===== src/rtl/load_store_unit.sv =====
// rtl/load_store_unit.sv - RISC-V load/store to word-aligned bus bridge
// Lane shifting for stores, extraction/extension for loads, bus handshake with timeout.
module load_store_unit #(
  parameter int TIMEOUT_CYCLES = 32
) (
  input  logic        clk_i,
  input  logic        reset_ni,
  input  logic        start_i,
  input  logic        is_store_i,
  input  logic [2:0]  funct3_i,
  input  logic [31:0] address_i,
  input  logic [31:0] store_data_i,
  output logic [31:0] load_data_o,
  output logic        done_o,
  output logic        error_o,
  output logic        busy_o,
  output logic [15:0] bus_address_o,
  output logic [31:0] bus_data_out_o,
  output logic [3:0]  bus_write_mask_o,
  output logic        bus_enable_o,
  output logic        bus_write_enable_o,
  input  logic [31:0] bus_data_read_i,
  input  logic        bus_data_ready_i
);

  typedef enum logic [1:0] {IDLE = 2'd0, BUS = 2'd1, RECOVER = 2'd2} state_e;

  state_e      state_q, state_d;
  logic [7:0]  cnt_q, cnt_d;
  logic        err_q, err_d;
  logic [31:0] load_q, load_d;
  logic [15:0] addr_q, addr_d;
  logic [31:0] wdata_q, wdata_d;
  logic [3:0]  mask_q, mask_d;
  logic        we_q, we_d;
  logic [2:0]  f3_q, f3_d;
  logic [1:0]  off_q, off_d;

  logic        illegal, misaligned;
  logic [31:0] lane_data;
  logic [3:0]  lane_mask;
  logic [31:0] shifted;
  logic [31:0] extracted;
  logic        unused_addr;

  assign unused_addr = ^address_i[31:16];

  assign illegal    = (funct3_i == 3'b011) || (funct3_i[2:1] == 2'b11) ||
                      (is_store_i && funct3_i[2]);
  assign misaligned = ((funct3_i[1:0] == 2'b01) && address_i[0]) ||
                      ((funct3_i[1:0] == 2'b10) && (address_i[1:0] != 2'b00));

  always_comb begin
    lane_data = 32'd0;
    lane_mask = 4'b1111;
    if (is_store_i) begin
      case (funct3_i[1:0])
        2'b00: begin
          lane_data = {24'd0, store_data_i[7:0]} << {address_i[1:0], 3'b000};
          lane_mask = ~(4'b0001 << address_i[1:0]);
        end
        2'b01: begin
          lane_data = {16'd0, store_data_i[15:0]} << {address_i[1:0], 3'b000};
          lane_mask = ~(4'b0011 << address_i[1:0]);
        end
        default: begin
          lane_data = store_data_i;
          lane_mask = 4'b0000;
        end
      endcase
    end
  end

  // Extraction uses the offset and size latched at request time, not the live inputs.
  assign shifted = bus_data_read_i >> {off_q, 3'b000};

  always_comb begin
    case (f3_q)
      3'b000:  extracted = {{24{shifted[7]}}, shifted[7:0]};
      3'b001:  extracted = {{16{shifted[15]}}, shifted[15:0]};
      3'b100:  extracted = {24'd0, shifted[7:0]};
      3'b101:  extracted = {16'd0, shifted[15:0]};
      default: extracted = shifted;
    endcase
  end

  always_comb begin
    state_d = state_q;
    cnt_d   = cnt_q;
    err_d   = err_q;
    load_d  = load_q;
    addr_d  = addr_q;
    wdata_d = wdata_q;
    mask_d  = mask_q;
    we_d    = we_q;
    f3_d    = f3_q;
    off_d   = off_q;
    case (state_q)
      IDLE: begin
        if (start_i) begin
          cnt_d = 8'd0;
          if (illegal || misaligned) begin
            state_d = RECOVER;
            err_d   = 1'b1;
            load_d  = 32'd0;
          end else begin
            state_d = BUS;
            err_d   = 1'b0;
            addr_d  = {address_i[15:2], 2'b00};
            wdata_d = lane_data;
            mask_d  = lane_mask;
            we_d    = is_store_i;
            f3_d    = funct3_i;
            off_d   = address_i[1:0];
          end
        end
      end
      BUS: begin
        if (bus_data_ready_i) begin
          state_d = RECOVER;
          err_d   = 1'b0;
          load_d  = we_q ? 32'd0 : extracted;
        end else if (cnt_q == 8'(TIMEOUT_CYCLES - 1)) begin
          state_d = RECOVER;
          err_d   = 1'b1;
          load_d  = 32'd0;
        end else begin
          cnt_d = cnt_q + 8'd1;
        end
      end
      RECOVER: state_d = IDLE;
      default: state_d = IDLE;
    endcase
  end

  always_ff @(posedge clk_i or negedge reset_ni) begin
    if (!reset_ni) begin
      state_q <= IDLE;
      cnt_q   <= 8'd0;
      err_q   <= 1'b0;
      load_q  <= 32'd0;
      addr_q  <= 16'd0;
      wdata_q <= 32'd0;
      mask_q  <= 4'b1111;
      we_q    <= 1'b0;
      f3_q    <= 3'b000;
      off_q   <= 2'b00;
    end else begin
      state_q <= state_d;
      cnt_q   <= cnt_d;
      err_q   <= err_d;
      load_q  <= load_d;
      addr_q  <= addr_d;
      wdata_q <= wdata_d;
      mask_q  <= mask_d;
      we_q    <= we_d;
      f3_q    <= f3_d;
      off_q   <= off_d;
    end
  end

  assign bus_enable_o       = (state_q == BUS);
  assign bus_write_enable_o = bus_enable_o & we_q;
  assign busy_o             = (state_q != IDLE);
  assign done_o             = (state_q == RECOVER);
  assign error_o            = err_q;
  assign load_data_o        = load_q;
  assign bus_address_o      = addr_q;
  assign bus_data_out_o     = wdata_q;
  assign bus_write_mask_o   = mask_q;

endmodule


===== config.mk =====
export PLATFORM = sky130hd
export DESIGN_NAME = load_store_unit
export DESIGN_NICKNAME = d
export VERILOG_FILES = /design/src/rtl/load_store_unit.sv
export SDC_FILE = /design/constraint.sdc
export NUM_CORES = 1
export LEC_CHECK = 0
export BUFFER_PORTS_ARGS = -buffer_cell sky130_fd_sc_hd__buf_2
export CAP_MARGIN = 15
export CELL_PAD_IN_SITES_DETAIL_PLACEMENT = 0
export CELL_PAD_IN_SITES_GLOBAL_PLACEMENT = 1
export CORE_ASPECT_RATIO = 1.1
export CORE_MARGIN = 1.5
export CORE_UTILIZATION = 37
export DETAILED_ROUTE_END_ITERATION = 7
export GPL_TIMING_DRIVEN = 0
export HOLD_SLACK_MARGIN = 0.1
export PLACE_DENSITY = 0.9
export SLEW_MARGIN = 30
export SYNTH_ARGS = -nofsm -noshare
export SYNTH_HDL_FRONTEND = slang
export SYNTH_SLANG_ARGS = --single-unit

===== constraint.sdc =====
create_clock -name clk_i -period 2.4 [get_ports clk_i]
set_clock_uncertainty 0.05 [all_clocks]
set_input_delay 0.48 -clock clk_i [delete_from_list [all_inputs] [get_ports clk_i]]
set_output_delay 0.48 -clock clk_i [all_outputs]
set_load 0.005 [all_outputs]

==> metrics.txt, run 1 <==
status=completed; Hold Startpoint=address_i[7]; Layout Area Growth over Synthesis=28.91%; Placed Cells=829; Die W=about 110 um; Hold Vio Cnt, Final=0; headroom to the max-slew limit=about two fifths; total global-route track usage=about 22%; Initial Util=about two fifths; initial antenna violation count=1; worst slew pin tran=around 0.9 ns; clock latency on the worst-skew pair=0.35 ns; Worst Hold Class=input port to register; Multi-input gate area=0.002356 mm^2; largest net degree at the start of global routing=73; remaining routing DRC violations=0; H-tree depth=3; Ports=approximately 190; RSZ-0062 raised after global routing=no; Placement Setup Slack=-0.8954 ns; Post-Syn Area per Cell=10.76 um^2; clock group share of total power=27.9%; Yosys cell types=54; Ys Warns=0; Final Util=between 40% and 50%; switching power=around 1.7 mW; Finished Layout Cells=roughly 840; Core Area=0.01327 mm^2; pwr dens=~830 mW/mm^2; total grt overflow=0; R2R Path Start=state_q[1]; vias in the first global route=between 4000 and 5000; ys flop type=dfrtp_1; clock root buffer=clkbuf_16; Pwr Total=approximately 5.4 mW; Final Slew Violations=0; Seq pwr share=between 40% and 50%; register area share after synthesis=around 49%; clk sink count=between 90 and 100; max_cap viols=0; Post-synth EDFFs=0; Num CTS Buffers=9; Initial DRT Pass Iterations=5; final WL=approximately 16000 um; routed length per instance=18.52 um; final worst slack=0.1089 ns; CTS tree=built; maximum clock frequency=~0.44 GHz; Startpoint Class=input port; port buffer count=173; Die Span Y=about 130 um; final setup vio count=0; hold_ws=between 0.3 and 0.4 ns; Sw Ratio=a little under a third; post-DP HPWL=approximately 12000 um; layout cell share with drive strength beyond 1=39.55%; Internal Power=3.713 mW; CP max FO=13; GPL Wtd Cong=about 0.96; Comb power frac=a little under a third; Vias=4638; Async SR Flop Fraction=100.0%; clock-pin transition on the worst setup and hold timing paths=about 0.06 ns; fillers=~1200; first-pass GRT wire length=approximately 25000 um; vias per inst=~5.5; Crit. Startpoint=address_i[1]; post-route ant nets=0; maximum vdd drop=roughly 0.35 mV; Post-Syn Instances=470; register bit total from synthesis=~100; Final Net Count=between 700 and 800; WS Path Type=input port to register; clk buf depth=2; Die ar.=roughly 0.014 mm^2; fin crit period=2.291 ns; Cell Rows=between 40 and 50; register area=around 0.0025 mm^2; Tcrit/Tclk final=~95%; Data arrival, critical path=roughly 2.5 ns; Leakage=approximately 3.2 nW; initial drt markers=approximately 340; Worst EP required=2.60 ns; diode count=0; mapped cell area=between 0.005 and 0.006 mm^2; CP endpoint kind=register
[power groups by stage]
stage               sequential, mW  combinational, mW  clock [mW]
finish                        2.26               1.65        1.51
CTS                           2.26               1.66        1.53
floorplan                     2.28              0.898           0
global placement              2.27               1.61           0
detailed placement            2.28               1.65           0
global route                  2.30               1.80        1.61
[worst paths after layout]
kind,end,slack [ns],cells after the start
worst min-delay path,bus_address_o[7],0.31,2
worst min register to register,bus_data_out_o[10],0.44,2
worst max register to register,bus_data_out_o[3],0.16,6
max in group asynchronous,bus_write_mask_o[0],1.09,3
worst max-delay path,bus_data_out_o[8],0.11,9
min in group asynchronous,load_data_o[14],0.52,2
[cell usage after synthesis (all sizes together), types with 9 or more instances]
master,n,share of area (%)
clkbuf,21,1.6
o21ai,20,2.0
a21oi,18,1.8
buf,17,1.9
o31ai,33,4.9
a22oi,15,2.2
nand2,51,3.8
mux2,27,6.0
a2bb2oi,9,1.6
inv,16,1.2
mux2i,20,4.0
o2bb2ai,21,3.6
nor2,17,1.3
dfrtp,95,47
a221o,16,3.4
[registers in the layout (all words and copies together) (netlist names)]
signal and count:
off_q 2, bus_address_o 14, cnt_q 8, we_q 1, load_data_o 32, f3_q 3, bus_write_mask_o 4, bus_data_out_o 32
error_o 1, state_q 2
[cells by family after synthesis]
group,synth area share (%)
muxes,10.41
other,0.07413
adders and majority gates,1.237
xor gates and xnor gates,0.6927
and+or+nand+nor,9.251
AOI/OAI and AO/OA,24.59
DFF,49.07
buffers and inverters,4.675
[layer usage]
metal  routed length [um]  GRT usage, %  up-vias
met3                 1345         5.390       30
met1                 6472         28.46     2245
met5                    0             0        -
met4                  403         9.265        0
met2                 7410         35.75      229
li1                     -             -     2134
[critical path, cell delays in order]
cell and delay [ns]:
buf_2 0.18, inv_1 0.24, ha_1 0.27, nor2b_1 0.15, o2111ai_2 0.32, buf_2 0.33, buf_2 0.33, nand2_1 0.11
o31ai_1 0.08
[area by class of cell]
| cell class | instances | area share, % |
|---|---|---|
| clock inverters | 1 | 0.4605 |
| flip-flops and latches | 99 | 38.07 |
| repair buffers | 175 | 13.95 |
| plain buffers | 36 | 2.629 |
| well taps | 184 | 3.530 |
| multi-input cells | 317 | 36.13 |
| inverters | 17 | 0.9785 |
| clock buffers | 15 | 4.259 |
[per-stage QoR]
stage / cell area, um^2 / setup TNS [ns]
3_3_place_gp: 6158 / -72.35
6_report: 6521 / 0
4_1_cts: 6519 / 0
3_5_place_dp: 6192 / -59.78
2_1_floorplan: 5062 / 0
5_1_grt: 6521 / 0
[cells in the final DEF (no fill, tap or decap), types with 9 or more instances in the layout]
cell,synthesis,final
clkbuf_16,0,9
inv_1,16,16
a221o_2,10,10
o2bb2ai_1,21,21
a21oi_1,18,18
dfrtp_1,95,95
buf_2,12,185
mux2_2,27,27
clkbuf_1,21,18
a22oi_1,15,15
o21ai_0,20,20
nand2_1,51,51
nor2_1,17,17
o31ai_1,33,33
mux2i_1,20,20
[repair_timing]
| item | 4_1_cts | 5_1_grt |
|---|---|---|
| hold endpoints to repair | 27 | 0 |
| resized for setup | 5 | 4 |
| endpoints found under the setup margin | 86 | 20 |
| buffers inserted | 0 | 0 |
| hold buffers | 1 | 0 |
No activity file was read; power rests on OpenSTA's default activity.
==> run 2, diff against run 1 <==
==> config.mk (replaced) <==
export PLATFORM = sky130hd
export DESIGN_NAME = load_store_unit
export DESIGN_NICKNAME = d
export VERILOG_FILES = /design/src/rtl/load_store_unit.sv
export SDC_FILE = /design/constraint.sdc
export NUM_CORES = 1
export LEC_CHECK = 0
export CAP_MARGIN = 15
export CELL_PAD_IN_SITES_DETAIL_PLACEMENT = 0
export CELL_PAD_IN_SITES_GLOBAL_PLACEMENT = 1
export CORE_ASPECT_RATIO = 1.5
export CORE_MARGIN = 1.5
export CORE_UTILIZATION = 48
export DETAILED_ROUTE_END_ITERATION = 7
export DONT_BUFFER_PORTS = 1
export GPL_TIMING_DRIVEN = 0
export HOLD_SLACK_MARGIN = 0.1
export PLACE_DENSITY = 0.9
export SETUP_SLACK_MARGIN = 0.2
export SLEW_MARGIN = 30
export SYNTH_ARGS = -nofsm -noshare
export SYNTH_HDL_FRONTEND = slang
export SYNTH_SLANG_ARGS = --single-unit
==> run 2 against run 1 <==
Effect of this change:
- the flow now finishes with violations (negative hold slack)
- combinational power shrank 31%
- sequential power up 4%
- cell area shrank 14%
- maximum frequency is 9.9% higher
- clock power up 4%
- sequential share of layout area increased by 6.2 points
- clock-buffer cell count down 4
- largest cell class unchanged
- sequential cell count did not move
- register-to-register slack improved by 0.16 ns
- die area fell by 22%
- non-clock buffer count is 173 lower
- global-route usage grew 4.0 points
==> metrics.txt, run 2 (synthesized netlist as in run 1, its figures left out) <==
clock-pin transition on the worst setup and hold timing paths=~0.07 ns; Cell Rows=45; Core Area=roughly 0.01 mm^2; Final Slew Violations=0; routed length per instance=about 23 um; Non-Filler Cell Area, Final=0.005604 mm^2; total grt overflow=0; CTS tree=built; Worst EP required=between 2 and 3 ns; leading cell type in the layout, fill and taps excluded=dfrtp_1; initial antenna violation count=0; CP max FO=10; hold_ws=-0.2176 ns; DP Area=0.005243 mm^2; failing checks=negative hold slack; Die W=86.82 um; largest net degree at the start of global routing=100; Layout Area Growth over Synthesis=10.78%; vias per inst=~6.4; setup bufs post-CTS=0; clock root buffer=clkbuf_16; post-route ant nets=0; headroom to the max-slew limit=between 50% and 60%; H-tree depth=3; Initial Util=between 40% and 50%; CP cell instances=clkbuf_2 -> inv_1 -> ha_1 -> nor2b_1 -> o211a_1 -> a2bb2oi_2 -> buf_4 -> a221o_2; port buffer count=0; peak per-stage delay on the critical path=around 0.4 ns; diode count=0; Ports=193; clk buf depth=2; Finished Layout Cells=628; worst slew pin tran=around 0.7 ns; total global-route track usage=26.18%; Final Net Count=between 500 and 600; Die ar.=0.01118 mm^2; WS Path Type=input port to register; commonest non-fill, non-tap cells in the layout=dfrtp_1, nand2_1, o31ai_1, mux2_2, o2bb2ai_1; remaining routing DRC violations=0; fillers=~920; pwr dens=904.3 mW/mm^2; Tcrit/Tclk final=86.89%; Die Span Y=around 130 um; Final Util=~55%; Num CTS Buffers=9; Initial DRT Pass Iterations=4; CP max stage cell=a221o_2; vias in the first global route=roughly 4300; clock latency on the worst-skew pair=0.34 ns; Data arrival, critical path=2.26 ns; Worst Hold Class=input port to async pin; layout cell share with drive strength beyond 1=a little under a fifth; clk sink count=99; Vias=between 3000 and 4000; Leakage=2.454 nW; setup tns final=0 ns; first-pass GRT wire length=around 22000 um; initial drt markers=between 100 and 150; final setup vio count=0; Placed Cells=~610; status=finished with violations; maximum vdd drop=roughly 0.44 mV; Hold Vio Cnt, Final=roughly 100; max_cap viols=0; GPL Wtd Cong=0.8865; maximum clock frequency=approximately 0.48 GHz; Startpoint Class=input port; RSZ-0062 raised after global routing=no; post-DP HPWL=between 10000 and 15000 um; final WL=roughly 14000 um; CP endpoint kind=register; fin crit period=approximately 2.1 ns
run 2: path summary, 6_finish.rpt:
check,from,to,slack (ns),cells past startpoint
min in group clk_i,store_data_i[3],bus_data_out_o[3],0.22,2
setup / recovery,address_i[0],load_data_o[30],0.31,8
setup reg to reg,state_q[1],load_data_o[30],0.32,6
hold reg to reg,cnt_q[4],cnt_q[4],0.46,1
hold / removal,reset_ni,cnt_q[7],-0.22,0
max in group asynchronous,reset_ni,bus_write_mask_o[2],2.29,0
run 2: timing repair:
| action | CTS | global route |
|---|---|---|
| setup endpoints to repair | 62 | 34 |
| resized for setup | 6 | 10 |
| endpoints found under the hold margin | 99 | 99 |
run 2: through the flow:
step	total power, mW	hold slack [ns]	setup slack [ns]
floorplan	3.175	0.1344	0.2195
global placement	3.441	0.1392	-0.3072
global route	5.332	-0.2364	0.2010
finish	5.068	-0.2176	0.3147
detailed placement	3.508	0.1390	-0.3544
CTS	5.089	-0.2352	0.2062
run 2: cell type report:
| class | count | area (um^2) | share of cell area, % |
|---|---|---|---|
| tap | 141 | 176.4 | 3.148 |
| inverter | 17 | 63.81 | 1.139 |
| clock buffer | 11 | 232.7 | 4.153 |
| buffer | 38 | 187.7 | 3.349 |
| clock inverter | 5 | 85.08 | 1.518 |
| multi-input combinational | 317 | 2376 | 42.40 |
| sequential | 99 | 2482 | 44.30 |
run 2: where the power goes:
group          internal, mW  total (mW)  switching (mW)
Sequential             2.04        2.36           0.324
Clock                 0.923        1.57           0.643
Combinational         0.529        1.14           0.609
Total                  3.49        5.07            1.58
run 2: per-layer routing:
| layer | track usage [%] | vias to the layer above | wire, um |
|---|---|---|---|
| met5 | 0 | - | 0 |
| met4 | 15.84 | 0 | 755 |
| met3 | 8.788 | 55 | 1210 |
| met2 | 43.59 | 212 | 7352 |
| met1 | 28.51 | 1958 | 4843 |
| li1 | - | 1774 | - |
run 2: critical path, delay by kind of cell:
family	cells	cell delay (ns)
AOI/OAI and AO/OA	3	0.86
buffers and inverters	3	0.54
adders and majority gates	1	0.23
and+or+nand+nor	1	0.15
==> run 3, diff against run 2 <==
--- a/config.mk
+++ b/config.mk
@@ -9,12 +9,12 @@
 export CELL_PAD_IN_SITES_DETAIL_PLACEMENT = 0
 export CELL_PAD_IN_SITES_GLOBAL_PLACEMENT = 1
 export CORE_ASPECT_RATIO = 1.5
-export CORE_MARGIN = 1.5
+export CORE_MARGIN = 2
 export CORE_UTILIZATION = 48
 export DETAILED_ROUTE_END_ITERATION = 7
 export DONT_BUFFER_PORTS = 1
 export GPL_TIMING_DRIVEN = 0
-export HOLD_SLACK_MARGIN = 0.1
+export HOLD_SLACK_MARGIN = 0.02
 export PLACE_DENSITY = 0.9
 export SETUP_SLACK_MARGIN = 0.2
 export SLEW_MARGIN = 30
==> run 3 against run 2 <==
Effect of this change:
- the run still ends with negative hold slack left
- combinational power about the same
- register-to-register slack improved by 0.05 ns
- core utilization fell by 0.27 points
- sequential share of layout area up 0.22 points
- critical endpoint is now bus_write_enable_o
- largest power group unchanged
==> metrics.txt, run 3 (synthesized netlist as in run 1, its figures left out) <==
hold_ws=-0.2292 ns; layout cell share with drive strength beyond 1=a little under a fifth; Die ar.=approximately 0.011 mm^2; Final Net Count=a little under 600; clock-pin transition on the worst setup and hold timing paths=~0.080 ns; Final Util=a little over half; maximum vdd drop=between 0.4 and 0.5 mV; initial antenna violation count=0; post-DP HPWL=between 10000 and 15000 um; Vias=just under 4000; commonest non-fill, non-tap cells in the layout=dfrtp_1, nand2_1, o31ai_1, mux2_2, o2bb2ai_1; CP max FO=7; status=finished with violations; fin crit period=2.099 ns; WS Path Type=register to output port; failing checks=negative hold slack; Placement Setup Slack=-0.3417 ns; clock latency on the worst-skew pair=approximately 0.35 ns; Worst EP required=about 1.9 ns; Data arrival, critical path=approximately 1.6 ns; post-route ant nets=0; setup bufs post-CTS=0; Ports=193; total global-route track usage=around 25%; vias per inst=just over 6; Core Area=0.01019 mm^2; Worst Hold Class=input port to async pin; CP endpoint kind=output port; peak per-stage delay on the critical path=0.50 ns; setup tns final=0 ns; clk buf depth=2; CP max stage cell=nor2b_1; largest net degree at the start of global routing=100; headroom to the max-slew limit=a little under three fifths; port buffer count=0; maximum clock frequency=0.4764 GHz; R2R Setup Slk=~0.37 ns; H-tree depth=3; Layout Area Growth over Synthesis=10.24%; max_cap viols=0; RSZ-0062 raised after global routing=no; Num CTS Buffers=9; Die Span Y=about 130 um; worst slew pin tran=0.6652 ns; Hold Vio Cnt, Final=99; Initial DRT Pass Iterations=5; diode count=0; final WL=roughly 14000 um; GPL Wtd Cong=0.8822; final worst slack=about 0.30 ns; Startpoint Class=register; Placed Cells=~610; Tcrit/Tclk final=slightly below 90%; CP cell instances=nor2b_1 -> and2_1; CTS tree=built; Leakage=2.440 nW; Initial Util=between 40% and 50%; remaining routing DRC violations=0; r2r worst-path depth=6; Die W=approximately 90 um; leading cell type in the layout, fill and taps excluded=dfrtp_1; pwr dens=between 800 and 900 mW/mm^2; total grt overflow=0; Cell Rows=45; Finished Layout Cells=roughly 630; Pwr Total=4.961 mW; clock root buffer=clkbuf_16; final setup vio count=0; first-pass GRT wire length=between 20000 and 25000 um; initial drt markers=around 240; clk sink count=99; vias in the first global route=4168; routed length per instance=between 20 and 25 um; Final Slew Violations=0
-- run 3: critical path: cells and delay by family, from the launching register on --
| kind | cells | cell delay (ns) |
|---|---|---|
| and+or+nand+nor | 2 | 0.74 |
| DFF | 1 | 0.48 |
-- run 3: repair_timing --
item / 4_1_cts / 5_1_grt
setup endpoints to repair: 60 / 70
gates resized for setup: 6 / 6
cloned: 0 / 0
endpoints found under the hold margin: 99 / 99
-- run 3: where the power goes --
part           leakage [nW]  internal (mW)  switching (mW)
logic                  1.00          0.527           0.591
registers              1.30           2.04           0.324
clock network         0.140          0.819           0.663
total                  2.44           3.38            1.58
-- run 3: layout make-up --
type | instances | area [um^2]
Multi-Input combinational cell | 317 | 2369
Clock inverter | 6 | 71.32
Tap cell | 141 | 176.4
Buffer | 38 | 185.2
Inverter | 17 | 63.81
Clock buffer | 10 | 229.0
Fill cell | 924 | 4614
Sequential cell | 99 | 2482
-- run 3: per-layer routing --
metal	up-vias	share of wire (%)	track usage, %
met2	158	54	43.00
met4	0	3.2	10.50
li1	1777	-	-
met3	32	7.2	7.400
met5	-	0	0
met1	1931	36	27.80
-- run 3: path summary, 6_finish.rpt --
path	from	endpoint
worst max-delay path	state_q[0]	bus_write_enable_o
worst min-delay path	reset_ni	bus_data_out_o[27]
worst max register to register	state_q[1]	load_data_o[29]
worst min register to register	bus_write_mask_o[2]	bus_write_mask_o[2]
max in group asynchronous	reset_ni	bus_write_mask_o[3]
min in group clk_i	store_data_i[5]	bus_data_out_o[5]
-- run 3: stage by stage --
step	instance area, um^2	hold slack, ns
floorplan	5066	0.1344
global placement	5243	0.1386
detailed placement	5243	0.1386
CTS	5565	-0.2377
global route	5577	-0.2420
finish	5577	-0.2292
